==> src/rtl/muldiv_pkg.sv <==
// Shared op codes, FSM states and op-decode helpers for the iterative RV32M/RV64M mul/div unit.
package muldiv_pkg;

  localparam logic [2:0] OP_MUL    = 3'b000;
  localparam logic [2:0] OP_MULH   = 3'b001;
  localparam logic [2:0] OP_MULHSU = 3'b010;
  localparam logic [2:0] OP_MULHU  = 3'b011;
  localparam logic [2:0] OP_DIV    = 3'b100;
  localparam logic [2:0] OP_DIVU   = 3'b101;
  localparam logic [2:0] OP_REM    = 3'b110;
  localparam logic [2:0] OP_REMU   = 3'b111;

  typedef enum logic [1:0] {
    ST_IDLE,
    ST_CALC,
    ST_FIX,
    ST_DONE
  } state_t;

  function automatic logic is_signed_a(input logic [2:0] op);
    return (op == OP_MULH) || (op == OP_MULHSU) || (op == OP_DIV) || (op == OP_REM);
  endfunction

  function automatic logic is_signed_b(input logic [2:0] op);
    return (op == OP_MULH) || (op == OP_DIV) || (op == OP_REM);
  endfunction

  function automatic logic is_div(input logic [2:0] op);
    return op[2];
  endfunction

  // For divides the remainder lives in the high half of the accumulator.
  function automatic logic want_high(input logic [2:0] op);
    return op[2] ? op[1] : (op[1:0] != 2'b00);
  endfunction

endpackage

==> src/rtl/pipeline_muldiv_unit_sign_fix.sv <==
// Final result shaping: optional two's-complement negate and product-half / quotient / remainder select.
module muldiv_sign_fix
  import muldiv_pkg::*;
#(
  parameter int XLEN = 32
) (
  input  logic [2:0]        op,
  input  logic              neg,
  input  logic [2*XLEN-1:0] acc,
  output logic [XLEN-1:0]   result
);

  logic [2*XLEN-1:0] prod;
  logic [XLEN-1:0]   quot;
  logic [XLEN-1:0]   rem;

  assign prod = neg ? -acc : acc;
  assign quot = neg ? -acc[XLEN-1:0] : acc[XLEN-1:0];
  assign rem  = neg ? -acc[2*XLEN-1:XLEN] : acc[2*XLEN-1:XLEN];

  always_comb begin
    result = prod[XLEN-1:0];
    if (is_div(op)) begin
      result = want_high(op) ? rem : quot;
    end else if (want_high(op)) begin
      result = prod[2*XLEN-1:XLEN];
    end
  end

endmodule

==> src/rtl/pipeline_muldiv_unit.sv <==
// Iterative multiply/divide unit for the EX stage: shift-add multiply, restoring divide,
// one bit per clock on operand magnitudes, sign fixed in a final cycle.
module pipeline_muldiv_unit
  import muldiv_pkg::*;
#(
  parameter int XLEN = 32,
  localparam int CNT_W = $clog2(XLEN) + 1
) (
  input  logic            clk,
  input  logic            rst,
  input  logic            req_i,
  input  logic [2:0]      op_i,
  input  logic [XLEN-1:0] a_i,
  input  logic [XLEN-1:0] b_i,
  input  logic [4:0]      rd_i,
  input  logic            kill_i,
  output logic            ready_o,
  output logic            done_o,
  output logic [XLEN-1:0] result_o,
  output logic [4:0]      rd_o
);

  state_t            state, state_nxt;
  logic [CNT_W-1:0]  cnt;
  logic [2:0]        op_q;
  logic [4:0]        rd_q;
  logic              neg_q;
  logic [XLEN-1:0]   opnd_q;
  logic [2*XLEN-1:0] acc, acc_step, acc_init;

  logic              accept, special, div_zero, div_ovf;
  logic              a_neg, b_neg, res_neg;
  logic [XLEN-1:0]   a_mag, b_mag, special_res, fixed_res;
  logic [XLEN:0]     mul_sum, div_shift, div_diff;

  assign accept = req_i && ready_o && !kill_i;

  assign a_neg = is_signed_a(op_i) && a_i[XLEN-1];
  assign b_neg = is_signed_b(op_i) && b_i[XLEN-1];
  assign a_mag = a_neg ? -a_i : a_i;
  assign b_mag = b_neg ? -b_i : b_i;

  // Remainder takes the dividend's sign; products and quotients take the xor.
  assign res_neg = (is_div(op_i) && want_high(op_i)) ? a_neg : (a_neg ^ b_neg);

  assign div_zero = is_div(op_i) && (b_i == '0);
  assign div_ovf  = is_div(op_i) && is_signed_b(op_i) &&
                    (a_i == {1'b1, {(XLEN-1){1'b0}}}) && (b_i == '1);
  assign special  = div_zero || div_ovf;

  always_comb begin
    if (div_zero) begin
      special_res = want_high(op_i) ? a_i : '1;
    end else begin
      special_res = want_high(op_i) ? '0 : a_i;
    end
  end

  // Divide keeps the dividend in the low half; multiply keeps the multiplier there.
  assign acc_init = is_div(op_i) ? {{XLEN{1'b0}}, a_mag} : {{XLEN{1'b0}}, b_mag};

  assign mul_sum   = {1'b0, acc[2*XLEN-1:XLEN]} + (acc[0] ? {1'b0, opnd_q} : '0);
  assign div_shift = acc[2*XLEN-1:XLEN-1];
  assign div_diff  = div_shift - {1'b0, opnd_q};

  always_comb begin
    acc_step = {mul_sum, acc[XLEN-1:1]};
    if (is_div(op_q)) begin
      if (div_diff[XLEN]) begin
        acc_step = {div_shift[XLEN-1:0], acc[XLEN-2:0], 1'b0};
      end else begin
        acc_step = {div_diff[XLEN-1:0], acc[XLEN-2:0], 1'b1};
      end
    end
  end

  muldiv_sign_fix #(.XLEN(XLEN)) u_sign_fix (
    .op     (op_q),
    .neg    (neg_q),
    .acc    (acc),
    .result (fixed_res)
  );

  always_ff @(posedge clk) begin
    if (rst) begin
      state    <= ST_IDLE;
      cnt      <= '0;
      result_o <= '0;
      rd_o     <= '0;
      op_q     <= OP_MUL;
      rd_q     <= '0;
      neg_q    <= 1'b0;
      opnd_q   <= '0;
      acc      <= '0;
    end else begin
      state <= state_nxt;
      if (accept) begin
        op_q   <= op_i;
        rd_q   <= rd_i;
        neg_q  <= res_neg;
        opnd_q <= is_div(op_i) ? b_mag : a_mag;
        acc    <= acc_init;
        cnt    <= '0;
        if (special) begin
          result_o <= special_res;
          rd_o     <= rd_i;
        end
      end else if (state == ST_CALC) begin
        acc <= acc_step;
        cnt <= cnt + 1'b1;
      end
      if (state == ST_FIX && !kill_i) begin
        result_o <= fixed_res;
        rd_o     <= rd_q;
      end
    end
  end

  always_comb begin
    state_nxt = state;
    ready_o   = 1'b0;
    done_o    = 1'b0;
    case (state)
      ST_IDLE: begin
        ready_o = 1'b1;
        if (accept) state_nxt = special ? ST_DONE : ST_CALC;
      end
      ST_CALC: begin
        if (kill_i) state_nxt = ST_IDLE;
        else if (cnt == CNT_W'(XLEN - 1)) state_nxt = ST_FIX;
      end
      ST_FIX: begin
        state_nxt = kill_i ? ST_IDLE : ST_DONE;
      end
      ST_DONE: begin
        ready_o   = 1'b1;
        done_o    = 1'b1;
        state_nxt = ST_IDLE;
        if (accept) state_nxt = special ? ST_DONE : ST_CALC;
      end
      default: state_nxt = ST_IDLE;
    endcase
  end

endmodule

==> config.mk <==
export PLATFORM = sky130hd
export DESIGN_NAME = pipeline_muldiv_unit
export DESIGN_NICKNAME = d
export VERILOG_FILES = /design/src/rtl/muldiv_pkg.sv /design/src/rtl/pipeline_muldiv_unit_sign_fix.sv /design/src/rtl/pipeline_muldiv_unit.sv
export SDC_FILE = /design/constraint.sdc
export NUM_CORES = 1
export LEC_CHECK = 0
export ABC_CLOCK_PERIOD_IN_PS = 6450
export CAP_MARGIN = 5
export CORE_ASPECT_RATIO = 0.75
export CORE_MARGIN = 4
export CORE_UTILIZATION = 35
export DETAILED_ROUTE_END_ITERATION = 10
export SETUP_SLACK_MARGIN = 0.15
export SLEW_MARGIN = 20
export SYNTH_ARGS = -nofsm -noshare
export SYNTH_HDL_FRONTEND = slang
export SYNTH_HIERARCHICAL = 1
export SYNTH_SLANG_ARGS = --single-unit
==> constraint.sdc <==
create_clock -name clk -period 6.45 [get_ports clk]
set_input_delay 0.645 -clock clk [delete_from_list [all_inputs] [get_ports clk]]
set_output_delay 0.645 -clock clk [all_outputs]
set_load 0.02 [all_outputs]
Word-level counts from Yosys, hierarchy flattened. Cells that the tools add are included. W data, S select, Z words.

Flip-flop bits (word level): 150. Bits in latches: 0. Memory bits (writable): 0. Memory bits (read-only): 0. Input bits: 76. Output and inout bits: 39. Memories kept: 0.

Add/subtract/negate cells: 8. $mul: 0. Div/mod/pow operators: 0. Magnitude comparators: 0. Equal/unequal tests: 12. Shift-type cells: 0. Muxes and demuxes: 36. Bitwise logic cells: 1. Reduce and logical (&&, ||, !) cells: 28.

Operators by type and width (count): $mux W32 (16); $mux W64 (5); $neg A32 Y32 (4); $eq A32 B32 Y1 const B (2); $neg A64 Y64 (1); $add A32 B32 Y33 (1); $sub A33 B32 Y33 (1); $logic_not A32 Y1 (1); $mux W5 (3); $mux W2 (6); $logic_and A1 B1 Y1 (10); $reduce_bool A2 Y1 (5); $pmux W2 S4 (1); $add A6 B1 Y6 const B (1); $eq A3 B3 Y1 const B (2); $eq A6 B5 Y1 const B (1); $logic_or A1 B1 Y1 (6); $mux W1 (5); $eq A2 B2 Y1 const B (2); $reduce_and A2 Y1 (2); $reduce_or A2 Y1 (2); $eq A3 B1 Y1 const B (1); $eq A3 B2 Y1 const B (1); $ne A3 B2 Y1 const B (1); 5 further kinds (5).

Logic depth before layout (Yosys ltp).
Depth in word-level cells: 10. Depth in mapped cells: 14. Depth with buffers taken out: 14.

Hierarchy. The synthesis kept the hierarchy.

By module, submodules not included: pipeline_muldiv_unit (instances 1, cells each 1746, area each 12809.8 um^2, seq. area each 3002.9 um^2); muldiv_sign_fix (instances 1, cells each 410, area each 2585.0 um^2, seq. area each 0.0 um^2).

Least setup slack after synthesis. Ideal clock, no wire load.

Path type: reg-to-reg. From: register acc[31]. To: register acc[35]. Arrival: 3.141 ns. Required time: 6.336 ns. Slack: 3.195 ns. Stages on the path, launching flop included: 14. Period minus slack after synthesis: 3.255 ns. Cells stage by stage: dfxtp_1 > inv_1 > ha_1 > fa_1 > nand2b_1 > a21oi_1 > o21ai_0 > a21oi_1 > a21oi_1 > o311ai_2 > clkbuf_1 > mux2i_1 > a21oi_1 > a21o_1.

Word-level cells in the longest chain between the ends: 5.

Ends and longest elaborated chain: start: declaration (line pipeline_muldiv_unit.sv:29) `logic [2*XLEN-1:0] acc, acc_step, acc_init;`; start signal: assignment (line pipeline_muldiv_unit.sv:102) `acc <= acc_init;`; start signal: assignment (line pipeline_muldiv_unit.sv:109) `acc <= acc_step;`; $sub A33 B32 Y33 (line pipeline_muldiv_unit.sv:64) `assign div_diff = div_shift - {1'b0, opnd_q};`; $mux W64 (line pipeline_muldiv_unit.sv:69) `if (div_diff[XLEN]) begin`; $mux W64 (line pipeline_muldiv_unit.sv:68) `if (is_div(op_q)) begin`; $mux W64 (line pipeline_muldiv_unit.sv:108) `end else if (state == ST_CALC) begin`; $mux W64 (line pipeline_muldiv_unit.sv:97) `if (accept) begin`.

No other way between the ends. The select of a mux whose other input is x is not followed. A chain may end at the register's enable or synchronous reset.

Worst setup path in the final report.
From: register acc[31]. To: register acc[42].

The elaborated chain is that of the path after synthesis.

==> results.toml <==
[status]
status = "completed"

[placed_design]
io_buffers = 114
routabilityCongestion = 1.01
dp_hpwl_um = 49100

[setup_path]
r2r_end = "acc[42]"
r2r_setup_slack_ps = 2020
crit_type = "register to register"
crit_start = "acc[31]"
path_max_fanout = 27
timing.rr.start = "acc[31]"
worstSetupStartpointType = "register"
rr_worst_depth = 14
endpoint_kind = "register"
arrival_ps = 4730
required_ps = 6750
cp-endpoint = "acc[42]"

[synthesis]
synthTopCellsByArea = "dfxtp_1 20%, a21oi_1 7.7%, nand2_1 6.5%"
synth_edf_count = 0
ys_seq_area_frac = 0.195
ys.flop_type = "dfxtp_1"
synth_top_cell_area_share = 0.195
syn-num-nets = 2309
synth.distinct_cells = 96
ys_async_sr_fraction = 0
yosys.area.top_type = "dfxtp_1"
avgSynthCellArea_um2 = 7.14
yosysWarnings = 6
synth_area_um2 = 15400
ys_seq_elements = 150
syn_inst = 2156

[timing]
period_share = 0.687
grt_setup_unrepaired = "no"
fin_skew_ps = 17.0
tightest_slew_ps = 1100
final_hold_viol_count = 0
maxSlewHeadroom = 0.263
fmax_mhz = 226
setup_viol = 0
maxSlewViolCount = 0
fin_tns_setup_ps = 0
fin_crit_ps = 4430

[power]
swShare = 0.510
ir_worst_vdd_mv = 0.237
p_per_area_nw_per_um2 = 359
power.switching_mw = 3.23
pwr-share-clk = 0.174
sequentialPowerShare = 0.219
p_leak_nw = 6.61
p_comb_frac = 0.607
finalPower_mw = 6.33
p_int_mw = 3.10

[detailed_routing]
avgRoutedWirePerCell_um = 22.7
vias = 17000
first_iter_violations = 1994
first_pass_iters = 8
drc = 0
routed_wl_um = 62900
vias_per_cell = 6.12
detail-route-antenna-nets = 0

[cells_and_area]
nets = 2340
num-fill-cells = 4472
multi_input_area_um2 = 11600
area_growth_pct = 14.4
drive_above_1_share = 0.0609
regArea_um2 = 3010
layout_commonest_cell = "nand2_1"
final_cell_mix = "264 x nand2_1, 237 x a21oi_1, 187 x nor2_1"
n_antenna_cell = 0

[global_route]
grt_pass1_wl_um = 94800
antenna_found_initial = 0
grt_pass1_vias = 15000
grt_max_degree = 94
gr-total-overflow = 0
grt_use_total = 0.254

[cts]
postCtsSetupRepairBufs = 0
cts-resized-gates = 0
clk_pin_slew_ps = 70
numCtsBuffers = 17
hold_buffers = 0
clk_latency_ps = 460
cts_buffer_depth = 2
cts_tree = "yes"
cts_max_level = 4
root_buffer = "clkbuf_16"
cts_sinks = 150

[floorplanning]
rows = 66
die_h_um = 190
core_um2 = 43400
io_pins = 115
die_w_um = 250
die-area_um2 = 47400
start_util = 0.354

[job]
drv_cap = 0

[hold_path]
min_path_type = "register to register"
## sequential cells by signal, indices dropped and copies added (netlist names)
signal,count
opnd_q,32
rd_q,5
result_o,32
acc,64
cnt,6
rd_o,5
neg_q,1
op_q,3
state,2
## stage by stage
stage,instances,utilization,setup WS (ps),hold slack (ps),area (um2)
after floorplan,2156,-,3200,437,15400
after global placement,2745,0.391,1800,443,17000
after detailed placement,2746,0.391,1870,449,17000
after CTS,2777,0.405,2100,461,17600
after global routing,2777,0.405,1780,489,17600
final,2777,0.405,2020,459,17600
## critical path, stage by stage, from the launching register on
cell and delay, ps:
dfxtp_1 550, inv_1 130, ha_1 240, fa_1 380
nand2b_1 200, a21oi_1 260, o21ai_0 240, a21oi_1 200
buf_4 180, a21oi_1 100, o311ai_4 870, buf_12 290
mux2_2 360, a22oi_1 180, a21oi_1 90
## worst min-delay path by stage
stage,startpoint,to,depth (start not counted)
2_1_floorplan,rd_q[0],rd_q[0],2
3_3_place_gp,rd_q[3],rd_q[3],2
3_5_place_dp,rd_q[3],rd_q[3],2
4_1_cts,rd_q[3],rd_q[3],2
5_1_grt,rd_q[4],rd_q[4],2
6_report,rd_q[3],rd_q[3],2
## cell type report
cell class / instances / area share
multi-input combinational: 1803 / 0.660
timing repair buffer: 141 / 0.0777
tap: 578 / 0.0411
inverter: 74 / 0.0158
clock inverter: 14 / 0.0107
clock buffer: 17 / 0.0242
sequential: 150 / 0.171
## synthesized netlist by cell type (5+ instances only)
library cell,n
nor4_1,23
o21ai_1,21
nor2b_1,10
a21oi_2,28
o21a_1,10
ha_1,75
o31ai_1,28
a22oi_1,13
a21o_1,45
or3_1,53
nand2_1,265
o21bai_1,5
mux2i_1,67
a22o_1,5
and2_1,42
a211o_1,8
nor3_1,43
dfxtp_1,150
nand2b_1,27
nand3b_1,6
a21oi_1,237
o41ai_1,10
o211ai_1,65
o21ai_0,104
inv_1,74
buf_2,7
nor2_1,187
a31oi_1,15
xor2_1,83
buf_1,15
nand4_1,38
mux2_2,8
o221ai_1,10
a211oi_1,31
clkbuf_1,102
nand3_1,23
and3_1,14
or4_1,12
o22ai_1,21
xnor2_1,75
## cells by family (layout without fill, tap and decap cells)
group / count (synthesis) / count (layout) / share of synthesized area
AND/OR/NAND/NOR: 783 / 783 / 0.252
AO/OA/AOI/OAI: 709 / 709 / 0.298
buffers and inverters: 203 / 246 / 0.0520
XOR/XNOR: 158 / 158 / 0.0899
flip-flops: 150 / 150 / 0.195
adder cells (fa/ha/maj): 77 / 77 / 0.0636
multiplexers: 76 / 76 / 0.0501
## per-layer routing
| metal | track usage | share of wire | vias up | wire (um) |
|---|---|---|---|---|
| met2 | 0.345 | 0.40 | 772 | 25100 |
| met5 | 0 | 0 | - | 0 |
| met3 | 0.0622 | 0.10 | 68 | 6350 |
| li1 | - | - | 7934 | - |
| met4 | 0.0584 | 0.019 | 0 | 1210 |
| met1 | 0.396 | 0.48 | 8212 | 30300 |
## power by group through the flow
| stage | registers [mW] | clock network [mW] | logic [mW] |
|---|---|---|---|
| floorplan | 1.29 | 0 | 2.60 |
| detailed placement | 1.39 | 0 | 3.71 |
| CTS | 1.37 | 1.11 | 3.73 |
| global route | 1.41 | 1.15 | 4.14 |
| global placement | 1.39 | 0 | 3.67 |
| finish | 1.39 | 1.10 | 3.85 |
Note: power is estimated with default switching activity, not from simulation.
